**src/rtl/ppu_bg_fetcher.sv**
```systemverilog
// ppu_bg_fetcher
// Fetches one scanline's worth of background tiles from PPU memory.
// Each tile takes four reads: nametable, attribute, pattern low and pattern
// high. Every read takes two cycles: the address is presented, and the data
// comes back one cycle later. Finished tiles are handed to the consumer
// through a valid/ready holding register.
//
// Ports:
//   clk, rst          clock and asynchronous active-high reset
//   start_line        one-cycle request to fetch NUM_TILES tiles
//   tile_x0, tile_y   starting coarse X and coarse Y, latched with start_line
//   fine_y            pixel row within the tile, latched with start_line
//   nt_sel, pt_base   nametable and pattern table select, latched with start_line
//   mem_addr/rw/data  request side of the PPU memory wrapper (read-only use)
//   mem_q             read data, valid the cycle after mem_addr
//   tile_valid/ready  output handshake
//   tile_lo/hi/idx    pattern bitplanes and nametable byte of the held tile
//   tile_pal          palette select of the held tile
//   busy, done        high outside IDLE; one-cycle pulse on the last tile load
module ppu_bg_fetcher #(
  parameter int NUM_TILES = 34
) (
  input  logic        clk,
  input  logic        rst,
  input  logic        start_line,
  input  logic [4:0]  tile_x0,
  input  logic [4:0]  tile_y,
  input  logic [2:0]  fine_y,
  input  logic [1:0]  nt_sel,
  input  logic        pt_base,
  output logic [13:0] mem_addr,
  output logic        mem_rw,
  output logic [7:0]  mem_data,
  input  logic [7:0]  mem_q,
  output logic        tile_valid,
  input  logic        tile_ready,
  output logic [7:0]  tile_lo,
  output logic [7:0]  tile_hi,
  output logic [7:0]  tile_idx,
  output logic [1:0]  tile_pal,
  output logic        busy,
  output logic        done
);

  typedef enum logic [3:0] {
    IDLE, NT_A, NT_D, AT_A, AT_D, LO_A, LO_D, HI_A, HI_D, WAIT
  } state_t;

  localparam logic [6:0] LAST_CNT = 7'(NUM_TILES - 1);

  state_t     state;
  logic [4:0] cur_x;
  logic [4:0] cur_y;
  logic [2:0] cur_fine_y;
  logic [1:0] cur_nt;
  logic       cur_pt;
  logic [6:0] tile_cnt;
  logic [7:0] nt_byte;
  logic [7:0] at_byte;
  logic [7:0] lo_byte;
  logic [7:0] hi_byte;

  logic [4:0] next_x;
  logic [1:0] next_nt;
  logic       slot_free;
  logic       load_now;
  logic [7:0] load_hi;
  logic [1:0] pal_sel;

  // Nametable address: 0x2000 | nt<<10 | y<<5 | x.
  function automatic logic [13:0] nt_addr(input logic [1:0] nt,
                                          input logic [4:0] y,
                                          input logic [4:0] x);
    return {2'b10, nt, y, x};
  endfunction

  // Attribute address: 0x23C0 | nt<<10 | (y>>2)<<3 | (x>>2).
  function automatic logic [13:0] at_addr(input logic [1:0] nt,
                                          input logic [2:0] y_hi,
                                          input logic [2:0] x_hi);
    return {2'b10, nt, 4'b1111, y_hi, x_hi};
  endfunction

  // Pattern address: pt<<12 | idx<<4 | plane<<3 | fine_y.
  function automatic logic [13:0] pat_addr(input logic       pt,
                                           input logic [7:0] idx,
                                           input logic       plane,
                                           input logic [2:0] row);
    return {1'b0, pt, idx, plane, row};
  endfunction

  assign mem_rw   = 1'b0;
  assign mem_data = 8'h00;

  // Next tile position: x wraps 31->0 and the horizontal nametable bit flips
  // on that wrap, so a line can straddle two nametables.
  assign next_x  = cur_x + 5'd1;
  assign next_nt = {cur_nt[1], cur_nt[0] ^ (cur_x == 5'd31)};

  // A tile can be loaded when the holding register is empty, or when it is
  // being emptied in this same cycle. From HI_D the high byte is still on
  // mem_q. From WAIT it was parked in hi_byte.
  assign slot_free = !tile_valid || tile_ready;
  assign load_now  = ((state == HI_D) || (state == WAIT)) && slot_free;
  assign load_hi   = (state == HI_D) ? mem_q : hi_byte;

  // Each attribute byte covers a 4x4 tile area in 2x2 quadrants. Bit 1 of y
  // and bit 1 of x together pick which 2-bit field applies to this tile.
  always_comb begin
    pal_sel = at_byte[1:0];
    case ({cur_y[1], cur_x[1]})
      2'b00: pal_sel = at_byte[1:0];
      2'b01: pal_sel = at_byte[3:2];
      2'b10: pal_sel = at_byte[5:4];
      2'b11: pal_sel = at_byte[7:6];
      default: pal_sel = at_byte[1:0];
    endcase
  end

  // The fetch sequencer. Every *_A state is entered with mem_addr already set
  // up on the transition edge. This lets the address appear in the *_A cycle
  // and stay put through *_D, where mem_q is captured. The output register
  // handshake lives here as well, so load and transfer share one update
  // point.
  always_ff @(posedge clk or posedge rst) begin
    if (rst) begin
      state      <= IDLE;
      cur_x      <= '0;
      cur_y      <= '0;
      cur_fine_y <= '0;
      cur_nt     <= '0;
      cur_pt     <= 1'b0;
      tile_cnt   <= '0;
      nt_byte    <= '0;
      at_byte    <= '0;
      lo_byte    <= '0;
      hi_byte    <= '0;
      mem_addr   <= '0;
      tile_valid <= 1'b0;
      tile_lo    <= '0;
      tile_hi    <= '0;
      tile_idx   <= '0;
      tile_pal   <= '0;
      busy       <= 1'b0;
      done       <= 1'b0;
    end else begin
      done <= 1'b0;
      if (tile_valid && tile_ready) begin
        tile_valid <= 1'b0;
      end

      case (state)
        IDLE: begin
          if (start_line) begin
            cur_x      <= tile_x0;
            cur_y      <= tile_y;
            cur_fine_y <= fine_y;
            cur_nt     <= nt_sel;
            cur_pt     <= pt_base;
            tile_cnt   <= '0;
            mem_addr   <= nt_addr(nt_sel, tile_y, tile_x0);
            busy       <= 1'b1;
            state      <= NT_A;
          end
        end
        NT_A: state <= NT_D;
        NT_D: begin
          nt_byte  <= mem_q;
          mem_addr <= at_addr(cur_nt, cur_y[4:2], cur_x[4:2]);
          state    <= AT_A;
        end
        AT_A: state <= AT_D;
        AT_D: begin
          at_byte  <= mem_q;
          mem_addr <= pat_addr(cur_pt, nt_byte, 1'b0, cur_fine_y);
          state    <= LO_A;
        end
        LO_A: state <= LO_D;
        LO_D: begin
          lo_byte  <= mem_q;
          mem_addr <= pat_addr(cur_pt, nt_byte, 1'b1, cur_fine_y);
          state    <= HI_A;
        end
        HI_A: state <= HI_D;
        HI_D: begin
          hi_byte <= mem_q;
          if (!slot_free) begin
            state <= WAIT;
          end
        end
        WAIT: state <= WAIT;
        default: state <= IDLE;
      endcase

      // Completing a tile: load the holding register, advance to the next
      // tile position, then either start its nametable fetch or finish the
      // line.
      if (load_now) begin
        tile_valid <= 1'b1;
        tile_idx   <= nt_byte;
        tile_lo    <= lo_byte;
        tile_hi    <= load_hi;
        tile_pal   <= pal_sel;
        cur_x      <= next_x;
        cur_nt     <= next_nt;
        tile_cnt   <= tile_cnt + 7'd1;
        if (tile_cnt == LAST_CNT) begin
          done  <= 1'b1;
          busy  <= 1'b0;
          state <= IDLE;
        end else begin
          mem_addr <= nt_addr(next_nt, cur_y, next_x);
          state    <= NT_A;
        end
      end
    end
  end

endmodule

```
**config.mk**
```make
export PLATFORM = sky130hd
export DESIGN_NAME = ppu_bg_fetcher
export DESIGN_NICKNAME = d
export VERILOG_FILES = /design/src/rtl/ppu_bg_fetcher.sv
export SDC_FILE = /design/constraint.sdc
export NUM_CORES = 1
export LEC_CHECK = 0
export ABC_AREA = 1
export BUFFER_PORTS_ARGS = -buffer_cell sky130_fd_sc_hd__buf_2
export CORE_MARGIN = 2
export CORE_UTILIZATION = 30
export CTS_CLUSTER_DIAMETER = 50
export CTS_CLUSTER_SIZE = 25
export DETAILED_ROUTE_END_ITERATION = 10
export GPL_ROUTABILITY_DRIVEN = 1
export MAX_ROUTING_LAYER = met4
export PLACE_DENSITY_LB_ADDON = 0.12
export SLEW_MARGIN = 10
export SYNTH_ARGS = -nofsm -noshare
export SYNTH_HDL_FRONTEND = slang
export SYNTH_SLANG_ARGS = --single-unit
```
**constraint.sdc**
```tcl
create_clock -name clk -period 4.3 [get_ports clk]
set_input_delay 1.29 -clock clk [delete_from_list [all_inputs] [get_ports clk]]
set_output_delay 1.29 -clock clk [all_outputs]
set_load 0.005 [all_outputs]
```
== After elaboration in Yosys (flattened, before gate mapping) ==
Cells that the tools add are included.

* Register bits: 102
* Latch bits: 0
* Bits in writable memories: 0
* Memory bits (read-only): 0
* Output and inout port bits: 52
* Memories: 0

* Add/sub/neg operators: 2
* $mul: 0
* Div/mod/pow operators: 0
* Magnitude comparators: 0
* Eq/ne operators: 16
* Shift operators: 0
* Muxes and demuxes: 28
* Bitwise logic cells: 2
* Reduce and logical (&&, ||, !) cells: 14

{| class="wikitable"
|+ Operator list
! operator !! count
|-
| $pmux W14 S4 || 1
|-
| $mux W14 || 3
|-
| $pmux W4 S10 || 1
|-
| $mux W7 || 3
|-
| $eq A4 B3 Y1 const B || 4
|-
| $mux W5 || 3
|-
| $mux W1 || 12
|-
| $mux W4 || 3
|-
| $eq A4 B2 Y1 const B || 2
|-
| $eq A4 B4 Y1 const B || 2
|-
| $mux W8 || 1
|-
| $pmux W2 S4 || 1
|-
| $add A7 B1 Y7 const B || 1
|-
| $eq A7 B6 Y1 const B || 1
|-
| $ne A3 B3 Y1 const B || 2
|-
| $reduce_and A2 Y1 || 3
|-
| $reduce_bool A2 Y1 || 3
|-
| $add A5 B1 Y5 const B || 1
|-
| $eq A5 B5 Y1 const B || 1
|-
| $eq A2 B2 Y1 const B || 2
|-
| $eq A4 B1 Y1 const B || 1
|-
| $logic_not A4 Y1 || 1
|-
| $reduce_and A3 Y1 || 1
|-
| $eq A2 B1 Y1 const B || 1
|-
| 6 further kinds || 8
|}

== Longest topological paths before layout ==
* Depth after elaboration: 5
* Depth in mapped cells: 10

== Worst setup path before layout ==
No wires, ideal clock.

* Path type: in2reg
* From: input tile_ready
* To: register tile_cnt[3]
* Library setup time: 0.129 ns
* Arrival time: 2.051 ns
* Data required time: 4.171 ns
* Slack: 2.120 ns
* Cell stages on the path: 6
* Path through: nor2_2 inv_1 nand3_1 buf_2 buf_2 o22ai_1

* Longest elaborated chain between the ends: 4
* Elaborated cells on any way between the ends: 6

{| class="wikitable"
|+ RTL lines
! item !! RTL line !! source
|-
| start, declared || 36 || <nowiki>input logic tile_ready,</nowiki>
|-
| $logic_or A1 B1 Y1 (*) || 103 || <nowiki>assign slot_free = !tile_valid || tile_ready;</nowiki>
|-
| $logic_and A1 B1 Y1 (*) || 104 || <nowiki>assign load_now = ((state == HI_D) || (state == WAIT)) && slot_free;</nowiki>
|-
| $reduce_bool A2 Y1 (no source line) || - ||
|-
| $reduce_and A2 Y1 (no source line) || - ||
|-
| end signal, assigned || 206 || <nowiki>tile_cnt <= tile_cnt + 7'd1;</nowiki>
|-
| end, declared || 57 || <nowiki>logic [6:0] tile_cnt;</nowiki>
|}

Mark *: on every way between the ends. The rest lies on a longest branch, timed or not.
A chain may end at the register's enable or synchronous reset.

== Final worst setup path ==
* From: input start_line
* To: register cur_x[4]

* Longest elaborated chain between the ends: 2

{| class="wikitable"
|+ RTL lines
! item !! RTL line !! source
|-
| start, declared || 25 || <nowiki>input logic start_line,</nowiki>
|-
| $reduce_bool A2 Y1 (no source line) || - ||
|-
| $reduce_and A2 Y1 (no source line) || - ||
|-
| end signal, assigned || 155 || <nowiki>cur_x <= tile_x0;</nowiki>
|-
| end signal, assigned || 204 || <nowiki>cur_x <= next_x;</nowiki>
|-
| end, declared || 52 || <nowiki>logic [4:0] cur_x;</nowiki>
|}

No other way between the ends.

==> out/results.tsv <==
stage	metric	value	unit
outcome	status	completed	
global_routing	total track usage	16.18	%
timing	RSZ-0062 raised after global routing	false	
critical_path	crit path capture type	flip-flop	
power	leakage	2.908	nW
timing	crit share post-route	61.88	%
run	max cap viols	0	
critical_path	crit path launch	start_line	
critical_path	crit start category	input pin	
timing	final slew viol count	0	
timing	Tmin final	2.661	ns
layout	Area Growth Syn to Fin	18.49	%
hold_path	critical hold path startpoint	tile_lo[5]$_DFFE_PP0P_	
critical_path	crit-path cells	buf_2, nand3_1, nand2_1, inv_1, nand2_1, nand3_1	
critical_path	stages on the worst setup path	6	
synthesis	Synth top cells by count	219 x nand2_1, 102 x dfrtp_1, 63 x o21ai_0	
synthesis	ranking of synthesized cells by area	dfrtp_1 54%, nand2_1 17%, o21ai_0 6.7%	
layout	Nets	685	
routing	detailed-route wire length per cell	14.43	um
timing	final setup vio count	0	
synthesis	count leader, synth	nand2_1	
critical_path	worst reg2reg path depth	6	
floorplanning	Initial Util	30.84	%
clocking	H-tree levels	3	
place	Port Buffers	70	
layout	share of layout cells above drive strength 1	15.96	%
timing	Slew headroom	34.21	%
synthesis	ys flop type	dfrtp_1	
routing	post-route ant nets	0	
power	peak supply drop	269.3	uV
synthesis	mean area per synthesized cell	8.019	sq um
hold_path	worst hold path cell count	2	
routing	Vias/cell	4.532	
clocking	Reg clk slew, reported paths	0.07	ns
critical_path	Worst Path Max Fanout	22	
synthesis	Seq/Total Area, Yosys	54.04	%
critical_path	worst r2r src	state[0]$_DFFE_PP0P_	
floorplanning	Ports	80	
timing	Worst Tran Pin Value	0.9832	ns
synthesis	Mapped Cells	589	
critical_path	CP max stage cell	nand3_1	
clocking	CTS root buffer	clkbuf_16	
critical_path	WS Path Type	in -> reg	
synthesis	Synth warnings	0	
clocking	Worst-Skew Late Latency	0.35	ns
clocking	TritonCTS clock tree	yes	
critical_path	worst path buffer plus inverter count	2	
power	Pwr Density	759.4	nW/um^2
timing	Final TNS setup	0	ns
clocking	CTS max path bufs	2	
clocking	post-CTS setup buffer count	0	
synthesis	cell taking the most area after synthesis	dfrtp_1	
global_routing	first-pass GRT wire length	20180	um
critical_path	worst path arrival time	2.89	ns
timing	Hold Vio Cnt, Final	0	
hold_path	HP Class	reg -> reg	
synthesis	Synth Cell Area	4723	sq um
routing	Residual DRC	0	
synthesis	post-synth cell types	24	
clocking	cts bufs inserted	9	
synthesis	Post-synth EDFFs	0	
floorplanning	die height	129.5	um
timing	fmax	375.8	MHz
global_routing	number of global-route vias before repair	3888	
layout	Ant. Diodes	0	
synthesis	number of synthesized register bits	102	
critical_path	slack of the worst reg-to-reg path	2.27	ns
global_routing	initial antenna violation count	0	
synthesis	Synth top area share	54.04	%
critical_path	Largest delay share family, worst path	simple AND/OR/NAND/NOR gates	
floorplanning	total core area	15310	sq um
routing	total wire length	12540	um
routing	Initial DRC Count	282	
clocking	clock sinks	102	
global_routing	total global routing overflow	0	
critical_path	largest stage delay on the critical path	0.47	ns
synthesis	Synth async-reset ratio	100.0	%
clocking	hold_buf cts	0	
routing	vias	3938	
floorplanning	Die Width	129.5	um
routing	drt first pass iters	4	
layout	final core occ	36.54	%
timing	hold_ws	0.4720	ns
floorplanning	# rows	45	
place	DP HPWL	8844	um
timing	Clock Skew	0.008836	ns
place	RePlAce Congestion	0.8284	
floorplanning	die area	16760	sq um
critical_path	WP data required	4.53	ns
clocking	CTS resizes	0	
global_routing	largest net degree at the start of global routing	51	
==> stage by stage <==
stage | std cells | setup WS (ns) | instance area, sq um | power [W]
2_1_floorplan | 597 | 0.3345 | 4753 | 0.002731
3_3_place_gp | 853 | 1.384 | 5234 | 0.003273
3_5_place_dp | 853 | 1.271 | 5234 | 0.003294
4_1_cts | 869 | 1.639 | 5597 | 0.004309
5_1_grt | 869 | 1.441 | 5597 | 0.004634
6_report | 869 | 1.639 | 5597 | 0.004250
==> layout by cell type, fill, tap and decap left out, drive strengths merged, types with 9 or more instances in the layout <==
master  instances
a21oi          14
buf            76
clkbuf         10
conb            9
dfrtp         102
inv            59
nand2         221
nand3          51
nor2           30
o21ai          65
==> registers in the layout (all words and copies together) (netlist names) <==
register    cells
at_byte         8
hi_byte         8
cur_nt          2
done            1
tile_lo         8
tile_idx        8
tile_pal        2
cur_fine_y      3
tile_valid      1
nt_byte         8
lo_byte         8
tile_cnt        7
mem_addr       14
busy            1
tile_hi         8
cur_y           5
cur_x           5
state           4
cur_pt          1
==> worst min-delay path, stage by stage, from the launching register on <==
cell,delay [ns]
dfrtp_1,0.34
nand2_1,0.05
nand2_1,0.05
==> power by group <==
part | switching (W) | internal [W] | leakage, nW
Combinational | 0.000968 | 0.000566 | 1.47
Clock | 0.000365 | 0.000628 | 0.177
Sequential | 0.000306 | 0.00142 | 1.26
==> routing by layer <==
metal	wire, um	track usage, %
met3	468	2.684
met4	206	6.578
met1	6125	21.20
met2	5738	25.08
met5	0	-
==> logic make-up (layout without fill, tap and decap cells) <==
| logic type | after synthesis | after routing | share of synthesized area, % |
|---|---|---|---|
| AOI/OAI and AO/OA | 83 | 83 | 9.086 |
| and+or+nand+nor | 305 | 305 | 26.36 |
| other | 1 | 9 | 0.07939 |
| adders and majority gates | 4 | 4 | 1.060 |
| DFF | 102 | 102 | 54.04 |
| buffers and inverters | 90 | 151 | 8.636 |
| xor gates and xnor gates | 4 | 4 | 0.7419 |
==> path summary, 6_finish.rpt <==
check / end
min in group asynchronous: tile_lo[0]$_DFFE_PP0P_
hold reg to reg: tile_lo[5]$_DFFE_PP0P_
setup reg to reg: cur_x[4]$_DFFE_PP0P_
setup / recovery: cur_x[4]$_DFFE_PP0P_
hold / removal: tile_lo[5]$_DFFE_PP0P_
max in group asynchronous: tile_hi[7]$_DFFE_PP0P_
==> final cells by class <==
type / count / area [sq um]
clock buffers: 10 / 229.0
clock inverters: 6 / 133.9
fillers: 1647 / 9718
inverters: 59 / 224.0
multi-input cells: 405 / 1798
flip-flops and latches: 102 / 2552
well taps: 211 / 264.0
repair buffers: 76 / 395.4
Note: power is estimated with default switching activity, not from simulation.
